$ cat src/rtl/mux_arb.sv
// N-channel valid/ready multiplexer with direct or round-robin selection and one registered output stage.
// Optional burst lock (in_last releases it) is built when MUX_ARB_LOCK_EN is defined.
module mux_arb #(
  parameter int WIDTH = 32,
  parameter int NCH   = 16,
  parameter int SELW  = 4
) (
  input  logic                 clk,
  input  logic                 resetn,
  input  logic                 mode,
  input  logic [SELW-1:0]      sel,
  input  logic [NCH*WIDTH-1:0] in_data,
  input  logic [NCH-1:0]       in_valid,
  input  logic [NCH-1:0]       in_last,
  output logic [NCH-1:0]       in_ready,
  output logic [WIDTH-1:0]     out_data,
  output logic                 out_valid,
  output logic [SELW-1:0]      out_ch,
  input  logic                 out_ready
);

  logic [SELW-1:0] rr_ptr;
  logic [SELW-1:0] rr_g;
  logic            rr_ok;
  logic [SELW-1:0] g;
  logic            grant_ok;
  logic            load;
  logic            transfer;

  // The output register can take a new beat when it is empty or being drained.
  assign load     = !out_valid || out_ready;
  assign transfer = grant_ok && load;

  // Round-robin search: the loop runs from the farthest offset down so the
  // nearest valid channel after rr_ptr is the last (winning) assignment.
  always_comb begin
    // NOTE: every combinational output gets a default first, so no latch is inferred.
    rr_ok = 1'b0;
    rr_g  = '0;
    for (int k = NCH; k >= 1; k--) begin
      if (in_valid[(int'(rr_ptr) + k) % NCH]) begin
        rr_ok = 1'b1;
        rr_g  = SELW'((int'(rr_ptr) + k) % NCH);
      end
    end
  end

`ifdef MUX_ARB_LOCK_EN
  logic            lock_q;
  logic [SELW-1:0] lock_ch;

  always_ff @(posedge clk or negedge resetn) begin
    if (!resetn) begin
      lock_q  <= 1'b0;
      lock_ch <= '0;
    end else if (transfer) begin
      lock_q  <= !in_last[g];
      lock_ch <= g;
    end
  end
`else
  logic unused_last;
  assign unused_last = ^in_last;
`endif

  always_comb begin
    g        = '0;
    grant_ok = 1'b0;
`ifdef MUX_ARB_LOCK_EN
    if (lock_q) begin
      g        = lock_ch;
      grant_ok = in_valid[lock_ch];
    end else
`endif
    if (!mode) begin
      // Out-of-range selects (NCH not a power of two) never grant.
      if (int'(sel) < NCH) begin
        g        = sel;
        grant_ok = in_valid[sel];
      end
    end else begin
      g        = rr_g;
      grant_ok = rr_ok;
    end
  end

  always_comb begin
    in_ready = '0;
    if (transfer) in_ready[g] = 1'b1;
  end

  always_ff @(posedge clk or negedge resetn) begin
    if (!resetn) begin
      // NOTE: state registers use non-blocking assignments so all flops update together.
      out_valid <= 1'b0;
      out_data  <= '0;
      out_ch    <= '0;
      rr_ptr    <= SELW'(NCH - 1);
    end else begin
      if (transfer) begin
        out_valid <= 1'b1;
        out_data  <= in_data[int'(g)*WIDTH +: WIDTH];
        out_ch    <= g;
        if (mode) rr_ptr <= g;
      end else if (out_ready) begin
        out_valid <= 1'b0;
      end
    end
  end

endmodule

$ cat config.mk
export PLATFORM = sky130hd
export DESIGN_NAME = mux_arb
export DESIGN_NICKNAME = d
export VERILOG_FILES = /design/src/rtl/mux_arb.sv
export SDC_FILE = /design/constraint.sdc
export NUM_CORES = 1
export LEC_CHECK = 0
export ABC_AREA = 1
export CAP_MARGIN = 25
export CORE_AREA = 2 2 238 240
export DETAILED_ROUTE_END_ITERATION = 7
export DIE_AREA = 0 0 240 242
export HOLD_SLACK_MARGIN = 0.15
export PLACE_DENSITY = 0.46
export SETUP_SLACK_MARGIN = 0.4
export SLEW_MARGIN = 25
export SYNTH_ARGS = -nofsm -noshare
export SYNTH_HDL_FRONTEND = slang
export SYNTH_SLANG_ARGS = --single-unit
$ cat constraint.sdc
create_clock -name clk -period 4 [get_ports clk]
set_input_delay 0.8 -clock clk [delete_from_list [all_inputs] [get_ports clk]]
set_output_delay 0.8 -clock clk [all_outputs]
set_load 0.05 [all_outputs]
# Word level (Yosys, flattened, before mapping)
# Cells that the tools add are included.
# totals
in_bits	552
ramBits	0
out_inout_bits	53
rom_bits	0
mem_count	0
regBits	41
latch_bits	0
# op_classes
n_addsub	16
n_div	0
order_cmp	19
multipliers	0
n_bitwise	16
mux	89
shift	1
eq_ne	0
n_reduce_logical	22
# op_table
cell	count
$shiftx 512x10->32	1
$lt 5x6->1 const B	16
$bmux 1 s4	17
$mux 4	17
$reduce_or 4->1	16
$mux 1	53
$add 4x4->4 const B	8
$add 4x3->4 const B	4
$and 1x1->1 const A	16
$mux 16	1
$lt 4x5->1 const B	2
$add 4x1->4 const B	2
$add 4x2->4 const B	2
$demux 1 s4	1
$ge 4x1->1 const B	1
$logic_and 1x1->1	2
$reduce_and 2->1	1
$reduce_bool 2->1	1
$logic_not 1->1	1
$logic_or 1x1->1	1

# Depth between registers and ports, before layout
# Gate-level depths: netlist of run 1.
# depth
word_depth	28
ltp_mapped	40

# Least setup slack after synthesis of run 1
# No wires, ideal clock.
# synth_path
kind	register -> output
start	register rr_ptr[1]
end	output in_ready[13]
stages_incl_launch_ff	30
path_slack_ns	-0.852
t_required_ns	3.200
t_arrival_ns	4.052
n_path_buf	4
cell_sequence	dfstp_2 > inv_1 > buf_2 > ha_1 > inv_1 > clkbuf_1 > nand3_1 > nand3_1 > nand2_1 > nand2_1 > nand2_1 > a21oi_1 > nand3_1 > nand2_1 > nand2_1 > nand2_1 > nand2_1 > nand2_1 > nand2_1 > nand2_1 > nand2_1 > nand2_1 > nand2_1 > nand2_1 > nand2_1 > a21oi_4 > buf_4 > buf_2 > nand3_1 > nor2_1
# synth_between
elab_chain_len	26
elab_cells_between_ends	105
# synth_lines
element	line_no	source
from (decl)	22	logic [SELW-1:0] rr_ptr;
from (signal assigned)	98	rr_ptr <= SELW'(NCH - 1);
from (signal assigned)	104	if (mode) rr_ptr <= g;
$add 4x1->4	41, 43	
$bmux 1 s4	41	if (in_valid[(int'(rr_ptr) + k) % NCH]) begin
$mux 1 (not written as such) (2 in a row)	41	
$mux 4 (16 in a row)	41	
$mux 4	75	if (!mode) begin
$lt 4x5->1 (not written as such) or $ge 4x1->1 (tied branches)	89	if (transfer) in_ready[g] = 1'b1;
$logic_and 1x1->1 (not written as such)	89	
$mux 1 (not written as such)	89	
$demux 1 s4	89	
$mux 16 *	89	
to (decl)	15	output logic [NCH-1:0] in_ready,
# Mark *: on every way between the ends. The rest lies on a longest branch, timed or not. The select of a mux whose other input is x is not followed.

# Worst setup path in the final report of run 1
# layout_path
start	register rr_ptr[1]
end	output in_ready[1]
# The elaborated chain is that of the path after synthesis.

==> results_dict.tcl, run 1 <==
set metrics [dict create \
    syn_nets 2622 \
    hold_ws_ns 0.493 \
    die_w_um 240 \
    yosysWarnings 0 \
    ys_seq_area_share_pct 10.9 \
    status "finished, violations left" \
    synth_most_common_cell "nand2_1" \
    syn_area_mm2 0.00949 \
    fin_crit_ns 4.54 \
    synth_cells 2063 \
    cts_root_buf "clkbuf_16" \
    grt.overflow.total 0 \
    relSlewSlack_pct 54.8 \
    antenna_found_initial 2 \
    routedWlPerCell_um 21.3 \
    hold_violations 0 \
    synthToLayoutAreaGrowth_pct 116 \
    required_ns 3.20 \
    drive_gt1_share_pct 23.1 \
    grt_pass1_vias 15400 \
    io_buffers 588 \
    clkSinkCount 41 \
    synth_compound_area_share_pct 4.30 \
    drtAntennaViolNets 0 \
    synth_top_area_share_pct 51.9 \
    place_hpwl_um 57300 \
    tightest_slew_ns 0.676 \
    cp_slowest_cell "dfstp_2" \
    grt_max_degree 120 \
    drv_cap 0 \
    first_iter_violations 798 \
    ys.flop_type "dfrtp_1" \
    synth_adder_area_share_pct 0.923 \
    fin_skew_ns 0.00674 \
    path_class "reg -> out" \
    hp-class "reg -> reg" \
    critPathArrivalTime_ns 3.74 \
    final_max_slew_viol_count 0 \
    cpPeakStageDelay_ns 0.59 \
    drt-total-wl_um 74800 \
    endpoint_kind "output port" \
    viasPerCell 4.50 \
    synth.area.top_cells "nand2_1 (52%), nand3_1 (15%), dfrtp_1 (9.8%), nor2_1 (5.1%), buf_2 (3.7%)" \
    rsz0062_at_grt "yes" \
    synthMuxAreaShare_pct 0 \
    synthArstFlopShare_pct 100 \
    crit_top_cell "nand2_1" \
    cts_max_path_buffers 2 \
    avgSynthCellArea_um2 4.60 \
    grt_pass1_wl_um 101000 \
    max_freq_mhz 220 \
    grtUsageTotal_pct 23.6 \
    synth-edff-count 0 \
    cts_tree "yes" \
    cts_max_level 2 \
    final_nets 3315 \
    critPathLaunchType "register" \
    fillers 6193 \
    yosys.area.top_type "nand2_1" \
    ios 605 \
    path_max_fanout 4 \
    gp_congestion 0.924 \
    cts_hold_buf 0 \
    synth_xor_area_share_pct 0.804 \
    drc 0 \
    clock_latency_ns 0.29 \
    start_util_pct 17.0 \
    synth_top_family_by_area "simple AND/OR/NAND/NOR gates" \
    finalCritPeriodShare_pct 114 \
    cts_buffers 5 \
    detail_route.first_pass.iterations 5 \
    placementRows 87 \
    die_h_um 242 \
    timing.final.ws_setup_ns -0.544 \
    tns_ns -19.84 \
    ys_ff_latch 41 \
    setup_violations 48 \
    cts.clk_slew.worst_paths_ns 0.07 \
    synthDistinctLibCells 38 \
    synthTopCellsByCount "nand2_1 (1313), nand3_1 (292), nor2_1 (129)" \
    dieArea_mm2 0.0581 \
    synthSimpleGateAreaFrac_pct 73.6 \
    vias 15800 \
    violations "setup timing" \
    core-area_mm2 0.0557 \
]
-- worst max-delay path, delay by kind of cell (launching register included) --
kind,cells,cell delay (ns)
buffers and inverters,6,0.79
flip-flops,1,0.59
AND/OR/NAND/NOR,22,1.59
XOR/XNOR,1,0.20
adder cells (fa/ha/maj),1,0.14
AO/OA/AOI/OAI,1,0.11
-- cell usage in the layout (no fill, tap or decap), drive strengths merged, types with 2 or more instances in the layout --
cell | Yosys | layout
diode | 0 | 2
clkbuf | 34 | 22
clkinvlp | 0 | 5
dfrtp | 37 | 37
clkdlybuf4s50 | 0 | 555
inv | 46 | 42
o221ai | 2 | 2
nand2 | 1318 | 1318
dfstp | 4 | 4
dlygate4sd2 | 0 | 16
nor3 | 2 | 2
o21ai | 23 | 23
o22ai | 2 | 2
buf | 103 | 234
a21oi | 44 | 44
ha | 7 | 7
nand4 | 2 | 2
nor2 | 133 | 133
nand3 | 292 | 292
xor2 | 5 | 5
clkinv | 1 | 3
xnor2 | 2 | 2
-- per-layer routing --
| metal | track usage [%] | up-vias | share of wire, % |
|---|---|---|---|
| met5 | 0 | - | 0.019 |
| li1 | - | 7825 | - |
| met4 | 6.63 | 2 | 2.7 |
| met2 | 43.8 | 501 | 52 |
| met1 | 27.6 | 7414 | 40 |
| met3 | 3.65 | 74 | 4.9 |
-- state kept, by name (all words and copies together) (netlist names) --
register	flops
rr_ptr	4
out_ch	4
out_data	32
out_valid	1
-- repair_timing --
item,4_1_cts,5_1_grt
pin swaps,57,127
buffers inserted,29,20
resized for setup,204,312
gates cloned,12,20
setup endpoints to repair,53,54
-- area by class of cell --
type / count / area (um2) / area share [%]
timing repair buffer: 823 / 8890 / 43.4
sequential: 41 / 1030 / 5.04
clock buffer: 5 / 125 / 0.612
clock inverter: 3 / 17.5 / 0.0856
inverter: 47 / 221 / 1.08
multi-input combinational: 1838 / 9230 / 45.1
tap: 756 / 946 / 4.62
antenna: 2 / 5.00 / 0.0245
-- stage by stage --
| stage | setup WS [ns] | cell area (um2) | utilization [%] | std cells |
|---|---|---|---|---|
| after floorplan | -0.202 | 9810 | - | 2063 |
| after global placement | -0.746 | 17300 | 31.0 | 3424 |
| after detailed placement | -0.687 | 17300 | 31.0 | 3424 |
| after CTS | -0.551 | 18800 | 33.7 | 3473 |
| after global routing | -0.784 | 20500 | 36.7 | 3514 |
| final | -0.544 | 20500 | 36.7 | 3515 |
-- cells by family after synthesis --
kind of cell | after synthesis
flip-flops | 41
buffers and inverters | 184
adder cells (fa/ha/maj) | 7
XOR/XNOR | 7
AO/OA/AOI/OAI | 74
AND/OR/NAND/NOR | 1750
-- final timing paths --
check	startpoint	to	slack, ns	cells past startpoint
max	rr_ptr[1]	in_ready[1]	-0.54	31
min	out_ch[1]	out_ch[1]	0.49	2
max reg2reg	rr_ptr[1]	out_data[1]	-0.45	40
min reg2reg	out_ch[1]	out_ch[1]	0.49	2
max in group asynchronous	resetn	out_data[25]	3.08	1
min in group asynchronous	resetn	out_ch[1]	0.50	1
Power of run 1 is not shown: default switching activity piles up to over one toggle a cycle in this logic, so the estimate is an artifact.
==> inputs of run 2 (changes only) <==
--- a/config.mk
+++ b/config.mk
@@ -13,6 +13,7 @@
 export HOLD_SLACK_MARGIN = 0.15
 export PLACE_DENSITY = 0.46
 export SETUP_SLACK_MARGIN = 0.4
+export SKIP_LAST_GASP = 1
 export SLEW_MARGIN = 25
 export SYNTH_ARGS = -nofsm -noshare
 export SYNTH_HDL_FRONTEND = slang
==> results_dict.tcl, run 2 (synthesis results as in run 1) <==
set metrics [dict create \
    gp_congestion 0.924 \
    cpPeakStageDelay_ns 0.60 \
    cts_buffers 5 \
    final_nets 3316 \
    crit_top_cell "nand2_1" \
    max_freq_mhz 220 \
    fillers 6166 \
    min_path_cells 2 \
    routedWlPerCell_um 21.1 \
    ff2ff_path_depth 40 \
    die_w_um 240 \
    cts_max_level 2 \
    final_util_pct 37.4 \
    final_cell_mix "nand2_1 (1025), clkdlybuf4s50_1 (555), nand3_1 (238), nand2_2 (204), buf_4 (135)" \
    vias 15800 \
    die_h_um 242 \
    ios 605 \
    drc 0 \
    core-area_mm2 0.0557 \
    path_max_fanout 4 \
    path_class "reg -> out" \
    first_iter_violations 746 \
    crit_path_start "rr_ptr[1]" \
    cts_root_buf "clkbuf_16" \
    largest_reg_flops 32 \
    violations "setup timing" \
    rsz0062_at_grt "yes" \
    dp_slack_ns -0.687 \
    drv_cap 0 \
    grt_pass1_wl_um 101000 \
    wl_met3_um 3590 \
    start_util_pct 17.0 \
    fin_skew_ns 0.00601 \
    cts_tree "yes" \
    grt_pass1_vias 15400 \
    worstReg2RegEnd "out_data[1]" \
    clock_latency_ns 0.29 \
    placementRows 87 \
    antenna_found_initial 2 \
    setup_violations 48 \
    timing.final.ws_setup_ns -0.548 \
    final_max_slew_viol_count 0 \
    critPathArrivalTime_ns 3.75 \
    clkSinkCount 41 \
    grt_max_degree 120 \
    drt-total-wl_um 74400 \
    finalCritPeriodShare_pct 114 \
    hp-start "out_ch[1]" \
    synthToLayoutAreaGrowth_pct 120 \
    relSlewSlack_pct 55.6 \
    detail_route.first_pass.iterations 5 \
    drtAntennaViolNets 0 \
    grtUsageTotal_pct 23.6 \
    status "finished, violations left" \
    r2r_slack_ns -0.44 \
    min_to "out_ch[1]" \
    r2r-start "rr_ptr[1]" \
    multi_input_area_mm2 0.00958 \
    top_register "out_data" \
    dieArea_mm2 0.0581 \
    drive_gt1_share_pct 25.4 \
    hp-class "reg -> reg" \
    regArea_mm2 0.00103 \
    top_layer "met5" \
    cp_slowest_cell "dfstp_2" \
    cts_max_path_buffers 2 \
    required_ns 3.20 \
    fin_crit_ns 4.55 \
    cts_hold_buf 0 \
    tightest_slew_ns 0.665 \
    place_hpwl_um 57300 \
    io_buffers 588 \
    top_regs "out_data x32, out_ch x4, rr_ptr x4" \
    cts.clk_slew.worst_paths_ns 0.07 \
    hold_violations 0 \
    viasPerCell 4.49 \
    critPathLaunchType "register" \
    final_common_cell "nand2_1" \
    grt.overflow.total 0 \
    met2_length_um 38600 \
    hold_ws_ns 0.493 \
    endpoint_kind "output port" \
    wl_met1_um 30200 \
]
run 2: routing by layer:
layer | vias to the layer above | track usage, %
li1 | 7824 | -
met1 | 7416 | 27.6
met2 | 469 | 43.8
met3 | 82 | 3.65
met4 | 2 | 6.63
met5 | - | 0
run 2: timing repair:
item	CTS	global route
setup endpoints to repair	53	54
resized for setup	203	420
buffers inserted	29	21
pin swaps	57	173
cloned	12	20
run 2: area by class of cell:
type | count | share of cell area, %
multi-input cells | 1838 | 45.9
repair buffers | 824 | 42.8
flip-flops and latches | 41 | 4.94
well taps | 756 | 4.54
inverters | 47 | 1.05
clock buffers | 5 | 0.600
clock inverters | 3 | 0.0840
diodes | 2 | 0.0240
run 2: critical path: cells and delay by family, from the launching register on:
family / cells / cell delay, ns
adder cells (fa/ha/maj): 1 / 0.15
flip-flops: 1 / 0.60
AO/OA/AOI/OAI: 1 / 0.11
buffers and inverters: 6 / 0.79
XOR/XNOR: 1 / 0.20
AND/OR/NAND/NOR: 22 / 1.58
run 2: worst max path at each step:
stage	slack [ns]	cells past startpoint	end
2_1_floorplan	-0.20	34	in_ready[0]
3_3_place_gp	-0.75	30	in_ready[2]
3_5_place_dp	-0.69	29	out_data[31]
4_1_cts	-0.55	29	in_ready[9]
5_1_grt	-0.78	31	in_ready[7]
6_report	-0.55	31	in_ready[0]
run 2: metrics by stage:
stage / setup TNS (ns) / instance area, um2 / std cells
2_1_floorplan: -2.61 / 9810 / 2063
6_report: -19.72 / 20900 / 3516
3_3_place_gp: -33.15 / 17300 / 3424
3_5_place_dp: -32.89 / 17300 / 3424
4_1_cts: -10.64 / 18800 / 3473
5_1_grt: -32.30 / 20800 / 3515
Power of run 2 is left out for the same reason.
